[config.mk]
export PLATFORM = sky130hd
export DESIGN_NAME = mem_wb_stage
export DESIGN_NICKNAME = d
export VERILOG_FILES = /design/src/rtl/cpu_defs_pkg.sv /design/src/rtl/mem_wb_stage_load_ext.sv /design/src/rtl/mem_wb_stage.sv
export SDC_FILE = /design/constraint.sdc
export NUM_CORES = 1
export LEC_CHECK = 0
export CORE_MARGIN = 8
export CORE_UTILIZATION = 50
export DETAILED_ROUTE_END_ITERATION = 10
export PLACE_DENSITY = 0.89
export SYNTH_ARGS = -nofsm -noshare
export SYNTH_HDL_FRONTEND = slang
export SYNTH_SLANG_ARGS = --single-unit
[constraint.sdc]
create_clock -name clk -period 5.6 [get_ports clk]
set_clock_uncertainty 0.15 [all_clocks]
set_input_delay 0.84 -clock clk [delete_from_list [all_inputs] [get_ports clk]]
set_output_delay 0.84 -clock clk [all_outputs]
set_load 0.02 [all_outputs]
[src/rtl/cpu_defs_pkg.sv]
// Shared encodings for the MIPS pipeline: write-data select, load types, reset PC.
package cpu_defs;

    localparam logic [31:0] PC_RESET_DEFAULT = 32'h0000_3000;

    typedef enum logic [1:0] {
        WD_ALU  = 2'b00,
        WD_LOAD = 2'b01,
        WD_PC8  = 2'b10,
        WD_ZERO = 2'b11
    } wdsel_e;

    // Codes 5..7 are not listed here and decode as a plain word load.
    typedef enum logic [2:0] {
        LD_W  = 3'b000,
        LD_BU = 3'b001,
        LD_B  = 3'b010,
        LD_HU = 3'b011,
        LD_H  = 3'b100
    } loadtype_e;

endpackage

[src/rtl/mem_wb_stage_load_ext.sv]
// Load extractor: picks byte/half/word out of the memory word by address,
// extends it, and flags misaligned word/half accesses.
module load_ext
    import cpu_defs::*;
(
    input  logic [31:0] word_i,
    input  logic [1:0]  addr_i,
    input  logic [2:0]  load_type_i,
    output logic [31:0] data_o,
    output logic        fault_o
);

    logic [7:0]  byte_sel;
    logic [15:0] half_sel;

    always_comb begin
        byte_sel = word_i[7:0];
        case (addr_i)
            2'd0: byte_sel = word_i[7:0];
            2'd1: byte_sel = word_i[15:8];
            2'd2: byte_sel = word_i[23:16];
            2'd3: byte_sel = word_i[31:24];
            default: byte_sel = word_i[7:0];
        endcase
        half_sel = addr_i[1] ? word_i[31:16] : word_i[15:0];
    end

    always_comb begin
        data_o  = word_i;
        fault_o = 1'b0;
        case (load_type_i)
            LD_BU: data_o = {24'd0, byte_sel};
            LD_B:  data_o = {{24{byte_sel[7]}}, byte_sel};
            LD_HU: begin
                data_o  = {16'd0, half_sel};
                fault_o = addr_i[0];
            end
            LD_H: begin
                data_o  = {{16{half_sel[15]}}, half_sel};
                fault_o = addr_i[0];
            end
            default: begin
                data_o  = word_i;
                fault_o = (addr_i != 2'b00);
            end
        endcase
    end

endmodule

[src/rtl/mem_wb_stage.sv]
// M->W pipeline register with load extension, write-data select and fault gating.
// Optional retired-instruction counter enabled by defining MEMWB_RETIRE_CNT_EN.
module mem_wb_stage
    import cpu_defs::*;
#(
    parameter logic [31:0] PC_RESET = PC_RESET_DEFAULT
) (
    input  logic        clk,
    input  logic        rst_n,
    input  logic        en,
    input  logic        clr,
    input  logic [31:0] M_ALUResult,
    input  logic [31:0] MEMDataOut,
    input  logic [31:0] M_PC,
    input  logic [4:0]  M_A3,
    input  logic        M_RegWrite,
    input  logic [1:0]  M_WDSel,
    input  logic [2:0]  M_LoadType,
    output logic [31:0] W_PC,
    output logic [4:0]  W_A3,
    output logic        W_RegWrite,
    output logic [31:0] W_WD,
    output logic        W_LoadFault
`ifdef MEMWB_RETIRE_CNT_EN
    ,
    output logic [31:0] W_RetireCnt
`endif
);

    logic [31:0] pc_q;
    logic [4:0]  a3_q;
    logic        regwrite_q;
    wdsel_e      wdsel_q;
    logic [2:0]  loadtype_q;
    logic [31:0] alu_q;
    logic [31:0] memdata_q;

    logic [31:0] load_data;
    logic        load_fault_raw;
    logic        load_fault;

    // Bubble and reset share the same register image.
    always_ff @(posedge clk or negedge rst_n) begin
        if (!rst_n) begin
            pc_q       <= PC_RESET;
            a3_q       <= 5'd0;
            regwrite_q <= 1'b0;
            wdsel_q    <= WD_ALU;
            loadtype_q <= 3'd0;
            alu_q      <= 32'd0;
            memdata_q  <= 32'd0;
        end else if (clr) begin
            pc_q       <= PC_RESET;
            a3_q       <= 5'd0;
            regwrite_q <= 1'b0;
            wdsel_q    <= WD_ALU;
            loadtype_q <= 3'd0;
            alu_q      <= 32'd0;
            memdata_q  <= 32'd0;
        end else if (en) begin
            pc_q       <= M_PC;
            a3_q       <= M_A3;
            regwrite_q <= M_RegWrite;
            wdsel_q    <= wdsel_e'(M_WDSel);
            loadtype_q <= M_LoadType;
            alu_q      <= M_ALUResult;
            memdata_q  <= MEMDataOut;
        end
    end

    load_ext u_load_ext (
        .word_i      (memdata_q),
        .addr_i      (alu_q[1:0]),
        .load_type_i (loadtype_q),
        .data_o      (load_data),
        .fault_o     (load_fault_raw)
    );

    // Alignment only matters when the instruction actually writes back load data.
    assign load_fault = load_fault_raw && (wdsel_q == WD_LOAD);

    always_comb begin
        W_WD = 32'd0;
        case (wdsel_q)
            WD_ALU:  W_WD = alu_q;
            WD_LOAD: W_WD = load_fault ? 32'd0 : load_data;
            WD_PC8:  W_WD = pc_q + 32'd8;
            WD_ZERO: W_WD = 32'd0;
            default: W_WD = 32'd0;
        endcase
    end

    assign W_PC        = pc_q;
    assign W_A3        = a3_q;
    assign W_LoadFault = load_fault;
    assign W_RegWrite  = regwrite_q && (a3_q != 5'd0) && !load_fault;

`ifdef MEMWB_RETIRE_CNT_EN
    logic        valid_q;
    logic [31:0] retire_cnt_q;
    logic [31:0] retire_cnt_d;

    // A W instruction retires on the edge that moves it out; held edges do not count.
    always_comb begin
        retire_cnt_d = retire_cnt_q;
        if (en && (W_RegWrite || valid_q)) begin
            retire_cnt_d = retire_cnt_q + 32'd1;
        end
    end

    always_ff @(posedge clk or negedge rst_n) begin
        if (!rst_n) begin
            valid_q      <= 1'b0;
            retire_cnt_q <= 32'd0;
        end else begin
            retire_cnt_q <= retire_cnt_d;
            if (clr) begin
                valid_q <= 1'b0;
            end else if (en) begin
                valid_q <= 1'b1;
            end
        end
    end

    assign W_RetireCnt = retire_cnt_q;
`endif

endmodule

Yosys cells after proc, flatten, opt, wreduce, memory -nomap -nowiden
Index checks and enable logic that the tools add are counted.

operators by class
  $lt $le $gt $ge = 0
  muxes and demuxes = 20
  bitwise gates (word level) = 0
  div/mod/pow operators = 0
  multiply operators = 0
  equal/unequal tests = 10
  reductions and logical operators = 11
  $add $sub $neg = 1
  shifts and indexed selects = 0

operator list
  cell                     count
  $pmux W32 S4             2
  $mux W32                 7
  $add A32 B4 Y32 const B  1
  $pmux W8 S4              1
  $mux W16                 1
  $mux W5                  2
  $eq A2 B2 Y1 const B     4
  $eq A3 B2 Y1 const B     2
  $mux W3                  2
  $reduce_bool A5 Y1       1
  $eq A2 B1 Y1 const B     2
  $logic_not A2 Y1         2
  $mux W2                  2
  $reduce_bool A2 Y1       2
  $reduce_or A2 Y1         2
  $eq A3 B1 Y1 const B     1
  $eq A3 B3 Y1 const B     1
  $logic_and A1 B1 Y1      3
  $mux W1                  2
  $pmux W1 S2              1
  $logic_not A1 Y1         1

storage, ports and cells
  register bits after elaboration = 107
  bits in read-only memories = 0
  memories = 0
  word-level logic and storage cells = 49
  input port bits = 111
  output and inout bits = 71
  RAM bits = 0
  latch bits = 0

Logic depth before layout (Yosys ltp)
  depth after elaboration = 6
  mapped depth = 7
  mapped depth without buffers = 6

Modules after synthesis
From an unflattened synthesis, not the netlist that was laid out.

unflattened totals
  cells, all modules = 685
  area, all modules = 6,486.2 µm²

modules (own cells, without submodules)
  module        instances  sequential area each (µm²)  area an instance (µm²)  cells an instance
  mem_wb_stage  1          2,680.1                     5,604.1                 574
  load_ext      1          0.0                         882.1                   111

Worst setup path before layout
No wires, ideal clock.

  path kind = register -> output
  start = reg pc_q[3] (netlist: W_PC[3])
  end = out W_WD[15]
  arrival time = 2.058 ns
  setup slack = 2.552 ns
  path buffers = 0
  data required time = 4.610 ns
  stages on the path, launching flop included = 7
  path through = dfrtp_1 ha_1 nand2_1 nor4_1 xor2_1 nor2_1 o32ai_1

on the way
  cells in the longest elaborated chain, start to end = 2

RTL lines
  element                 RTL line            source
  start, declared         mem_wb_stage.sv:30  logic [31:0] pc_q;
  start signal, assigned  mem_wb_stage.sv:45  pc_q <= PC_RESET;
  start signal, assigned  mem_wb_stage.sv:53  pc_q <= PC_RESET;
  start signal, assigned  mem_wb_stage.sv:61  pc_q <= M_PC;
  $add A32 B4 Y32         mem_wb_stage.sv:87  WD_PC8: W_WD = pc_q + 32'd8;
  $pmux W32 S4            mem_wb_stage.sv:84  case (wdsel_q)
  end, declared           mem_wb_stage.sv:22  output logic [31:0] W_WD,

No other way between the ends.

Final worst setup path
  start = reg alu_q[1]
  end = out W_WD[19]

on the way
  cells in the longest elaborated chain, start to end = 5
  elaborated cells on any way between the ends = 12
  those cells by class = eq/ne (3); mux (6); reduce/logical (3)

RTL lines
  element                                                     RTL line                                                  source
  start, declared                                             mem_wb_stage.sv:35                                        logic [31:0] alu_q;
  start signal, assigned                                      mem_wb_stage.sv:66                                        alu_q <= M_ALUResult;
  $eq A2 B2 Y1, or another cell as far along                  mem_wb_stage_load_ext.sv:18                               case (addr_i)
  $pmux W8 S4 / $pmux W1 S2 (equally long branches)           mem_wb_stage_load_ext.sv:18, mem_wb_stage_load_ext.sv:31
  $pmux W32 S4 / $logic_and A1 B1 Y1 (equally long branches)  mem_wb_stage_load_ext.sv:31, mem_wb_stage.sv:80
  $mux W32 (*)                                                mem_wb_stage.sv:86                                        WD_LOAD: W_WD = load_fault ? 32'd0 : load_data;
  $pmux W32 S4 (*)                                            mem_wb_stage.sv:84

Every way passes the cells marked *; elsewhere a longest branch is shown, timed or not.

==> metrics.csv <==
metric,value,unit
crit_type,flip-flop to output port,
grt_util_met2,0.415,
drv_slew,0,
htreeDepth,3,
power,1.94,mW
placed_cell_area,8060,um2
fin_crit_sh,0.841,
grtUsageTotal,0.256,
core.rowCount,40,
yosysSeqAreaShare,0.432,
routed_via_density,5.84,
syn_inst,653,
async_flop_share,1.00,
cts_made_buffers,9,
route.detailed.drc,0,
grt-busiest-layer,met2,
die_area,16200,um2
grtUsageMet1,0.318,
final_cell_mix,"clkdlybuf4s50_1 (178), nor2_1 (149), mux2i_1 (114), dfrtp_1 (105), nand2_1 (28)",
worst_slew_pin_slew,1120,ps
cts_max_path_buffers,2,
p_leak,3.61,nW
ir_drop,173,uV
final-hold-violation-count,0,
max_slew_margin,0.252,
final_common_cell,clkdlybuf4s50_1,
placement.io_buffers,181,
postRouteAntennaNets,0,
wl,20.8,mm
seqCellArea,2680,um2
worstPathArrival,3720,ps
grt_max_degree,108,
cts_setup_buffers,0,
drt_iter0_drc,468,
cts_tree,built,
drv_cap,0,
dp_hpwl,15.5,mm
antennaDiodeCount,0,
setup_tns,0,ps
cts_resized,0,
firstDrtPassIters,5,
fin_area,8330,um2
fin_nets,916,
clock_sinks,107,
ys_types,47,
critPathMaxFanout,25,
wl_per_cell,21.3,um
dp.cells,961,
crit_start,alu_q[1],
multi_input_area,3310,um2
vias,5696,
initial_utilization,0.515,
coreArea,12100,um2
crit-reg2reg-launch,loadtype_q[2],
synthesis.area,6210,um2
grt_pass1_vias,5835,
postLayoutSetupSlackWorst,889,ps
rsz0062_at_grt,no,
antenna_found_initial,0,
status,"finished, final reports clean",
synth_seq_cells,107,
setup_viol,0,
synth_edf_count,0,
drive_above_1_share,0.0582,
synthTopCellsByArea,"dfrtp_1 (42%), mux2i_1 (18%), nor2_1 (9.0%)",
dp_slack,1260,ps
yosys.area.top_type,dfrtp_1,
cellPowerDensity,233,nW/um2
path_clk_slew,70,ps
min_path_type,flip-flop to flip-flop,
worstSetupStartpointType,flip-flop,
min_period,4710,ps
ioPinCount,182,
hp-start,alu_q[11],
fin_util,0.690,
final_cell_count_no_fill,976,
required,4610,ps
postCtsHoldBufs,0,
cts-root-buf,clkbuf_16,
grt_pass1_wl,32.5,mm
fmax,0.212,GHz
clock_latency,340,ps
die_w,127,um
yosys_warnings,0,
end_kind,output port,
hold_slack,378,ps
grtUsageMet3,0.0811,
synth_nets,765,
area_growth,34.1,%
fp.dieH,127,um
n_fill_cell,980,
syn_area_per_cell,9.51,um2
place_congestion,0.920,
yosysTopAreaCellShare,0.423,
grt.overflow.total,0,
synth_flop_cell,dfrtp_1,
-- cells in the mapped netlist (5+ instances only) --
master,n
xor2_1,15
buf_1,6
o221ai_1,11
a31oi_1,5
nand2_1,28
and3_1,5
a21oi_1,12
nor3_1,12
nand3_1,14
inv_1,6
mux2i_1,114
nor2_1,149
nor2b_1,6
o221ai_2,10
and4_1,5
nor4_1,5
o21ai_0,23
xnor2_1,12
clkbuf_1,29
or2_2,9
dfrtp_1,105
nand4_1,10
or3_1,7
buf_2,8
-- logic make-up after synthesis --
| logic type | count (synthesis) | share of synthesized area |
|---|---|---|
| multiplexers | 119 | 0.196 |
| AO/OA/AOI/OAI | 86 | 0.106 |
| buffers and inverters | 51 | 0.0349 |
| AND/OR/NAND/NOR | 262 | 0.191 |
| XOR/XNOR | 27 | 0.0381 |
| flip-flops | 107 | 0.432 |
| adder cells (fa/ha/maj) | 1 | 0.00201 |
-- critical path, stage by stage (launching register included) --
cell	delay [ps]
dfrtp_1	860
nor2_1	240
a311oi_1	550
or4_1	750
a2bb2oi_1	260
o21ai_0	110
clkdlybuf4s50_1	580
-- worst paths after layout --
| check | end | slack (ps) | depth (start not counted) |
|---|---|---|---|
| hold reg to reg | alu_q[11] | 380 | 2 |
| hold / removal | alu_q[11] | 380 | 2 |
| min in group asynchronous | memdata_q[8] | 450 | 1 |
| setup reg to reg | loadtype_q[2] | 4190 | 2 |
| setup / recovery | W_WD[19] | 890 | 6 |
| max in group asynchronous | W_PC[13] | 3790 | 2 |
-- layout make-up --
| cell class | count | area share |
|---|---|---|
| Inverter | 6 | 0.00270 |
| Sequential cell | 107 | 0.322 |
| Clock inverter | 2 | 0.00150 |
| Clock buffer | 13 | 0.0301 |
| Multi-Input combinational cell | 495 | 0.398 |
| Timing Repair Buffer | 185 | 0.221 |
| Tap cell | 168 | 0.0252 |
-- metal layers --
| layer | share of wire | wire length, um |
|---|---|---|
| met1 | 0.41 | 8510 |
| met2 | 0.48 | 9930 |
| met3 | 0.088 | 1820 |
| met4 | 0.025 | 512 |
| met5 | 0 | 0 |
-- registers in the layout, indices dropped and copies added (netlist names) --
signal      cells
memdata_q      32
W_PC           32
regwrite_q      1
wdsel_q         2
W_A3            5
loadtype_q      3
alu_q          32
-- report_power, final --
group / switching, mW / leakage (nW) / internal, mW / total [mW]
registers: 0.0647 / 1.41 / 0.817 / 0.881
logic: 0.240 / 2.07 / 0.231 / 0.471
clock network: 0.274 / 0.126 / 0.311 / 0.585
total: 0.578 / 3.61 / 1.36 / 1.94
Power figures use the tool's default switching activity.
